`src/rtl/bht_lookup_unit.sv`:
```
// Branch history table of 2-bit saturating counters, swept to 2'b01 after reset; BHT_LOOKUP_UNIT_BYPASS_EN forwards a same-cycle same-index update into the lookup.
// Latency 1 cycle, throughput 1/cycle; req_rdy drops during the init sweep and while a response is stalled (resp_val && !resp_rdy).
module bht_lookup_unit #(
  parameter int p_idx_nbits = 6
) (
  input  logic        clk,
  input  logic        reset,
  input  logic        req_val,
  output logic        req_rdy,
  input  logic [31:0] req_pc,
  output logic        resp_val,
  input  logic        resp_rdy,
  output logic        resp_taken,
  output logic [1:0]  resp_ctr,
  input  logic        upd_en,
  input  logic [31:0] upd_pc,
  input  logic        upd_taken,
  output logic        init_done
);

  typedef enum logic {ST_INIT, ST_RUN} state_e;

  localparam int c_depth = 1 << p_idx_nbits;
  localparam logic [p_idx_nbits-1:0] c_idx_max = '1;
  localparam logic [p_idx_nbits-1:0] c_idx_one = {{(p_idx_nbits-1){1'b0}}, 1'b1};

  state_e                 state_q, state_d;
  logic [p_idx_nbits-1:0] ptr_q, ptr_d;
  logic                   resp_val_q, resp_val_d;
  logic [1:0]             resp_ctr_q, resp_ctr_d;
  logic [1:0]             tbl_q [c_depth];
  logic [1:0]             tbl_d [c_depth];

  logic                   run;
  logic                   fire;
  logic [p_idx_nbits-1:0] req_idx, upd_idx;
  logic [1:0]             upd_old, upd_new, rd_ctr;

  assign req_idx = req_pc[p_idx_nbits+1:2];
  assign upd_idx = upd_pc[p_idx_nbits+1:2];

  logic unused_pc_bits;
  assign unused_pc_bits = ^{req_pc[31:p_idx_nbits+2], req_pc[1:0],
                            upd_pc[31:p_idx_nbits+2], upd_pc[1:0]};

  assign run        = (state_q == ST_RUN);
  assign init_done  = run;
  assign req_rdy    = run && (!resp_val_q || resp_rdy);
  assign fire       = req_val && req_rdy;
  assign resp_val   = resp_val_q;
  assign resp_ctr   = resp_ctr_q;
  assign resp_taken = resp_ctr_q[1];

  // The init sweep walks every index once, then hands over to RUN.
  always_comb begin
    state_d = state_q;
    ptr_d   = ptr_q;
    if (state_q == ST_INIT) begin
      ptr_d = ptr_q + c_idx_one;
      if (ptr_q == c_idx_max) begin
        state_d = ST_RUN;
      end
    end
  end

  always_comb begin
    upd_old = tbl_q[upd_idx];
    upd_new = upd_old;
    if (upd_taken) begin
      if (upd_old != 2'b11) upd_new = upd_old + 2'd1;
    end else begin
      if (upd_old != 2'b00) upd_new = upd_old - 2'd1;
    end

    tbl_d = tbl_q;
    if (!run) begin
      tbl_d[ptr_q] = 2'b01;
    end else if (upd_en) begin
      tbl_d[upd_idx] = upd_new;
    end

    rd_ctr = tbl_q[req_idx];
`ifdef BHT_LOOKUP_UNIT_BYPASS_EN
    if (run && upd_en && (upd_idx == req_idx)) begin
      rd_ctr = upd_new;
    end
`endif
  end

  // A stalled response is captured in its own register, so later updates cannot disturb it.
  always_comb begin
    resp_val_d = resp_val_q;
    resp_ctr_d = resp_ctr_q;
    if (fire) begin
      resp_val_d = 1'b1;
      resp_ctr_d = rd_ctr;
    end else if (resp_rdy) begin
      resp_val_d = 1'b0;
    end
  end

  always_ff @(posedge clk or posedge reset) begin
    if (reset) begin
      state_q    <= ST_INIT;
      ptr_q      <= '0;
      resp_val_q <= 1'b0;
      resp_ctr_q <= 2'b00;
    end else begin
      state_q    <= state_d;
      ptr_q      <= ptr_d;
      resp_val_q <= resp_val_d;
      resp_ctr_q <= resp_ctr_d;
    end
  end

  always_ff @(posedge clk) begin
    tbl_q <= tbl_d;
  end

endmodule
```
`config.mk`:
```
export PLATFORM = sky130hd
export DESIGN_NAME = bht_lookup_unit
export DESIGN_NICKNAME = d
export VERILOG_FILES = /design/src/rtl/bht_lookup_unit.sv
export SDC_FILE = /design/constraint.sdc
export NUM_CORES = 1
export LEC_CHECK = 0
export BUFFER_PORTS_ARGS = -buffer_cell sky130_fd_sc_hd__buf_2
export CAP_MARGIN = 20
export CORE_MARGIN = 3
export CORE_UTILIZATION = 40
export CTS_BUF_LIST = sky130_fd_sc_hd__clkbuf_4 sky130_fd_sc_hd__clkbuf_8 sky130_fd_sc_hd__clkbuf_16
export CTS_CLUSTER_SIZE = 25
export DETAILED_ROUTE_END_ITERATION = 10
export GPL_TIMING_DRIVEN = 0
export PLACE_DENSITY = 0.61
export SYNTH_ARGS = -nofsm -noshare
export SYNTH_HDL_FRONTEND = slang
export SYNTH_SLANG_ARGS = --single-unit
```
`constraint.sdc`:
```
create_clock -name clk -period 3.5 [get_ports clk]
set_clock_uncertainty 0.05 [all_clocks]
set_input_delay 0.35 -clock clk [delete_from_list [all_inputs] [get_ports clk]]
set_output_delay 0.35 -clock clk [all_outputs]
set_load 0.02 [all_outputs]
```
; Yosys cells after proc, flatten, opt, wreduce, memory -nomap -nowiden
; Index checks and enable logic that the tools add are counted.
[op_classes]
order_cmp = 5
shift = 0
n_mul = 0
n_bitwise = 6
eq_ne = 3
reduce_logical = 8
n_mux = 20
addsub = 3
n_div = 0
[ops]
columns = operator, count
row1 = $mux 128, 2
row2 = $bwmux 128, 1
row3 = $and 64x64->64, 1
row4 = $not 64->64, 1
row5 = $or 64x64->64, 1
row6 = $bmux 2 s6, 2
row7 = $demux 2 s6, 2
row8 = $ge 7x7->1 const B, 3
row9 = $not 6->7, 3
row10 = $mux 2, 9
row11 = $lt 7x1->1 const B, 2
row12 = $add 6x1->6 const B, 1
row13 = $eq 6x6->1 const B, 1
row14 = $logic_and 1x1->1, 4
row15 = $mux 1, 4
row16 = $ne 2x2->1 const B, 2
row17 = $reduce_bool 2->1, 2
row18 = $add 2x1->2 const B, 1
row19 = $sub 2x1->2 const B, 1
row20 = $logic_not 1->1, 1
row21 = $logic_or 1x1->1, 1
[totals]
rom_bits = 0
elab_cells = 113
mem_bits_rw = 0
inputBits = 70
reg_bits = 138
memories = 0
latch_bits = 0
out_inout_bits = 6

; Depth between registers and ports, before layout
[logic_depth]
depth_word = 10
ltp_mapped = 12
mapped_depth_nobuf = 7

; Least setup slack after synthesis
; Ideal clock, no wire load.
[synth_path]
path_kind = input-to-reg
start = input port req_pc[2]
end = register resp_ctr_q[1] (netlist: resp_ctr[1])
path_slack_ns = 0.509
n_path_buf = 2
setup_ns = 0.125
required_ns = 3.325
arrival_ns = 2.816
stages = 6
path_cell_list = clkbuf_1 buf_1 mux4_2 mux4_2 mux4_2 mux2_2
[synth_between]
elab_chain_len = 4
[synth_rtl]
columns = item, line
row1 = "start, declared", 10  ; input logic [31:0] req_pc,
row2 = $not 6->7 (implied by the code), 82  ; rd_ctr = tbl_q[req_idx];
row3 = $bmux 2 s6, 82
row4 = $mux 2 (implied by the code) (2 in series), 82
row5 = "end signal, assigned", 112  ; resp_ctr_q <= resp_ctr_d;
row6 = "end, declared", 30  ; logic [1:0] resp_ctr_q, resp_ctr_d;
; No other way between the ends. The select of a mux whose other input is x is not followed.
; A chain may end at the register's enable or synchronous reset.

==> results.md <==
- Status: finished with violations
- Violated checks: negative setup slack
- Clock power share: 0.469
- DIE WIDTH: 160 um
- Num CTS Buffers: 17
- Internal Power: 3070 uW
- Comb pwr share: 0.108
- Synth area leader: edfxtp_1
- Crit path launch type: input pin
- FF/Latch Area: 4090 um^2
- Total vias in the final route: 9482
- Slowest cell on the critical path: buf_1
- Ys async rst share: 0.0725
- Sequential fraction of the synthesis area: 0.430
- CP endpoint kind: register
- Area of the multi-input gates: 5020 um^2
- ANT nets after route: 0
- Post-detail-place hpwl: 31.8 mm
- Starting Density: 0.414
- Hold endpoint: resp_val
- Cell Chain, Critical Path: buf_2 -> buf_1 -> mux4_2 -> mux2i_1 -> o21ai_0 -> or4_1 -> maj3_2 -> buf_6 -> buf_2 -> o22ai_1
- Pleak: 0.00330 uW
- WHS Path Cells: 3
- Setup CP Type: in -> reg
- Cells after Synth: 913
- Worst-path clk slew: 0.06 ns
- Net Sw Frac: 0.269
- Layout Area Growth over Synthesis: 13.7%
- FMAX: 281 MHz
- Worst Hold Class: in -> reg
- Worst Path Arrival: 3.78 ns
- Die Footprint: 25700 um^2
- Flop pwr share: 0.423
- Most common cell in the netlist: nand2_1
- Rel. slew slack: 0.144
- Residual DRC: 0
- Total negative slack: -0.917 ns
- Fin cells: 1291
- Max Cap Viol: 0
- Synthesized area per cell: 10.4 um^2
- Top cells by count, synth: nand2_1 (142), o21ai_0 (132), edfxtp_1 (128)
- # setup viols final: 42
- Synth area leaders: edfxtp_1 (40%), mux4_2 (14%), o21ai_0 (6.9%), nand2_1 (5.6%), nand3b_1 (5.5%)
- Syn Nets: 984
- Vias in the first global route: 9024
- Clock sinks: 138
- Io pins: 76
- PnR worst setup slack: -0.0606 ns
- Post-Place Cells: 1252
- Tcrit/Tclk final: 1.02
- Sw power: 1130 uW
- Clk_lat worst skew: 0.45 ns
- RR Endpoint: tbl_q[50]
- CTS Buffer Depth: 2
- CTS tree: yes
- DRT Pass-1 Iters: 6
- # fillers: 2189
- H-tree Lvls: 4
- Hold Fails Final Rpt: 0
- Largest net degree at the start of global routing: 17
- Final Max Slew Viols: 0
- GRT Util Overall: 0.359
- Synthesized cell area: 9520 um^2
- FF-to-FF Start: tbl_q[2]
- Most frequent CP cell: buf_2
- Share of cells above drive strength 1: 0.195
- # nets final: 1033
- Hold_ws: 0.0888 ns
- YS warnings: 0
- Post-synthesis register bit count: 138
- Yosys cell types: 53
- First-pass GRT wire length: 65.9 mm
- Per-cell routed wire length: 36.4 um
- Port Buf Inserts: 17
- EDFF count, synth: 128
- CP max FO: 10
- Final GP Congestion: 1.04
- Via/cell ratio: 7.34
- Die H: 160 um
- PwrDens: 388 nW/um^2
- VDD IR max: 0.239 mV
- FP Rows: 55
- Worst-margin pin slew: 1.27 ns
- Grt total ovfl: 0
- RSZ-0062 raised after global routing: no
- Top FF cell, synth: edfxtp_1
- Post-synth top area share: 0.404
- R2R Setup Slk: 0.06 ns
- Min-delay src: req_val
- Minimum clock period: 3.56 ns
- Crit-path max cell delay: 0.66 ns
- Worst reg2reg path depth: 9
- Root Buffer: clkbuf_16
- Routed WL: 46.9 mm
- Required @ worst endpoint: 3.72 ns
- Initial antenna violation count: 4
- Initial drt markers: 1930
- Core area: 23000 um^2
sequential cells by signal, summed over array words and instances, names as in the netlist:
register	cells
tbl_q	128
ptr_q	6
resp_ctr	2
init_done	1
resp_val	1
power groups by stage:
stage,Sequential [uW],Combinational (uW),Clock (uW)
floorplan,1810,217,0
global placement,1810,411,0
detailed placement,1810,408,0
CTS,1780,413,1940
global route,1770,445,2030
finish,1770,453,1970
worst max-delay path, delay by kind of cell:
family / cells / cell delay, ns
buffers and inverters: 4 / 1.36
and+or+nand+nor: 1 / 0.58
AOI/OAI and AO/OA: 2 / 0.40
muxes: 2 / 0.75
adders and majority gates: 1 / 0.33
per-layer routing:
| metal | wire length (um) | GRT usage |
|---|---|---|
| met5 | 7 | 0 |
| met3 | 7750 | 0.150 |
| met1 | 16400 | 0.456 |
| met2 | 18800 | 0.499 |
| met4 | 3930 | 0.239 |
logic make-up after synthesis:
kind of cell / Yosys count / share of synthesized area
AO/OA/AOI/OAI: 294 / 0.191
XOR/XNOR: 5 / 0.00460
adder cells (fa/ha/maj): 3 / 0.00355
buffers and inverters: 104 / 0.0472
flip-flops: 138 / 0.430
multiplexers: 85 / 0.166
AND/OR/NAND/NOR: 284 / 0.157
cell type report:
cell class | instances | area share
Inverter | 3 | 0.00104
Buffer | 101 | 0.0423
Clock buffer | 25 | 0.0514
Sequential cell | 138 | 0.378
Tap cell | 313 | 0.0362
Clock inverter | 7 | 0.00670
Timing Repair Buffer | 30 | 0.0202
Multi-Input combinational cell | 671 | 0.463
Antenna cell | 3 | 0.000693
worst max path at each step:
stage,end,depth (start not counted),from
2_1_floorplan,resp_ctr[1],6,req_pc[2]
3_3_place_gp,tbl_q[99],9,upd_pc[6]
3_5_place_dp,tbl_q[87],11,upd_pc[3]
4_1_cts,tbl_q[87],11,upd_pc[3]
5_1_grt,tbl_q[126],10,upd_pc[4]
6_report,tbl_q[50],10,upd_pc[4]
cell usage in the layout (no fill, tap or decap), types with 28 or more instances in the layout:
cell type    n
o22ai_1     37
clkbuf_1    68
o21ai_0    132
nand2_1    142
edfxtp_1   128
a21oi_1     66
mux4_2      58
o22ai_2     28
buf_2       29
nand3b_1    70
through the flow:
step	util	power, uW	area, um^2	setup slack (ns)
after detailed placement	0.440	2220	10100	-1.12
after global placement	0.435	2220	10000	-1.28
after floorplan	-	2030	9520	0.509
after global routing	0.471	4250	10800	0.00518
after CTS	0.469	4130	10800	0.0267
final	0.471	4200	10800	-0.0606
repair_timing:
item | CTS | global route
resized for setup | 8 | 12
pin swaps | 0 | 1
buffers inserted | 0 | 0
hold buffers | 1 | 0
hold endpoints to repair | 10 | 0
endpoints found under the setup margin | 60 | 64
Power figures use the tool's default switching activity.
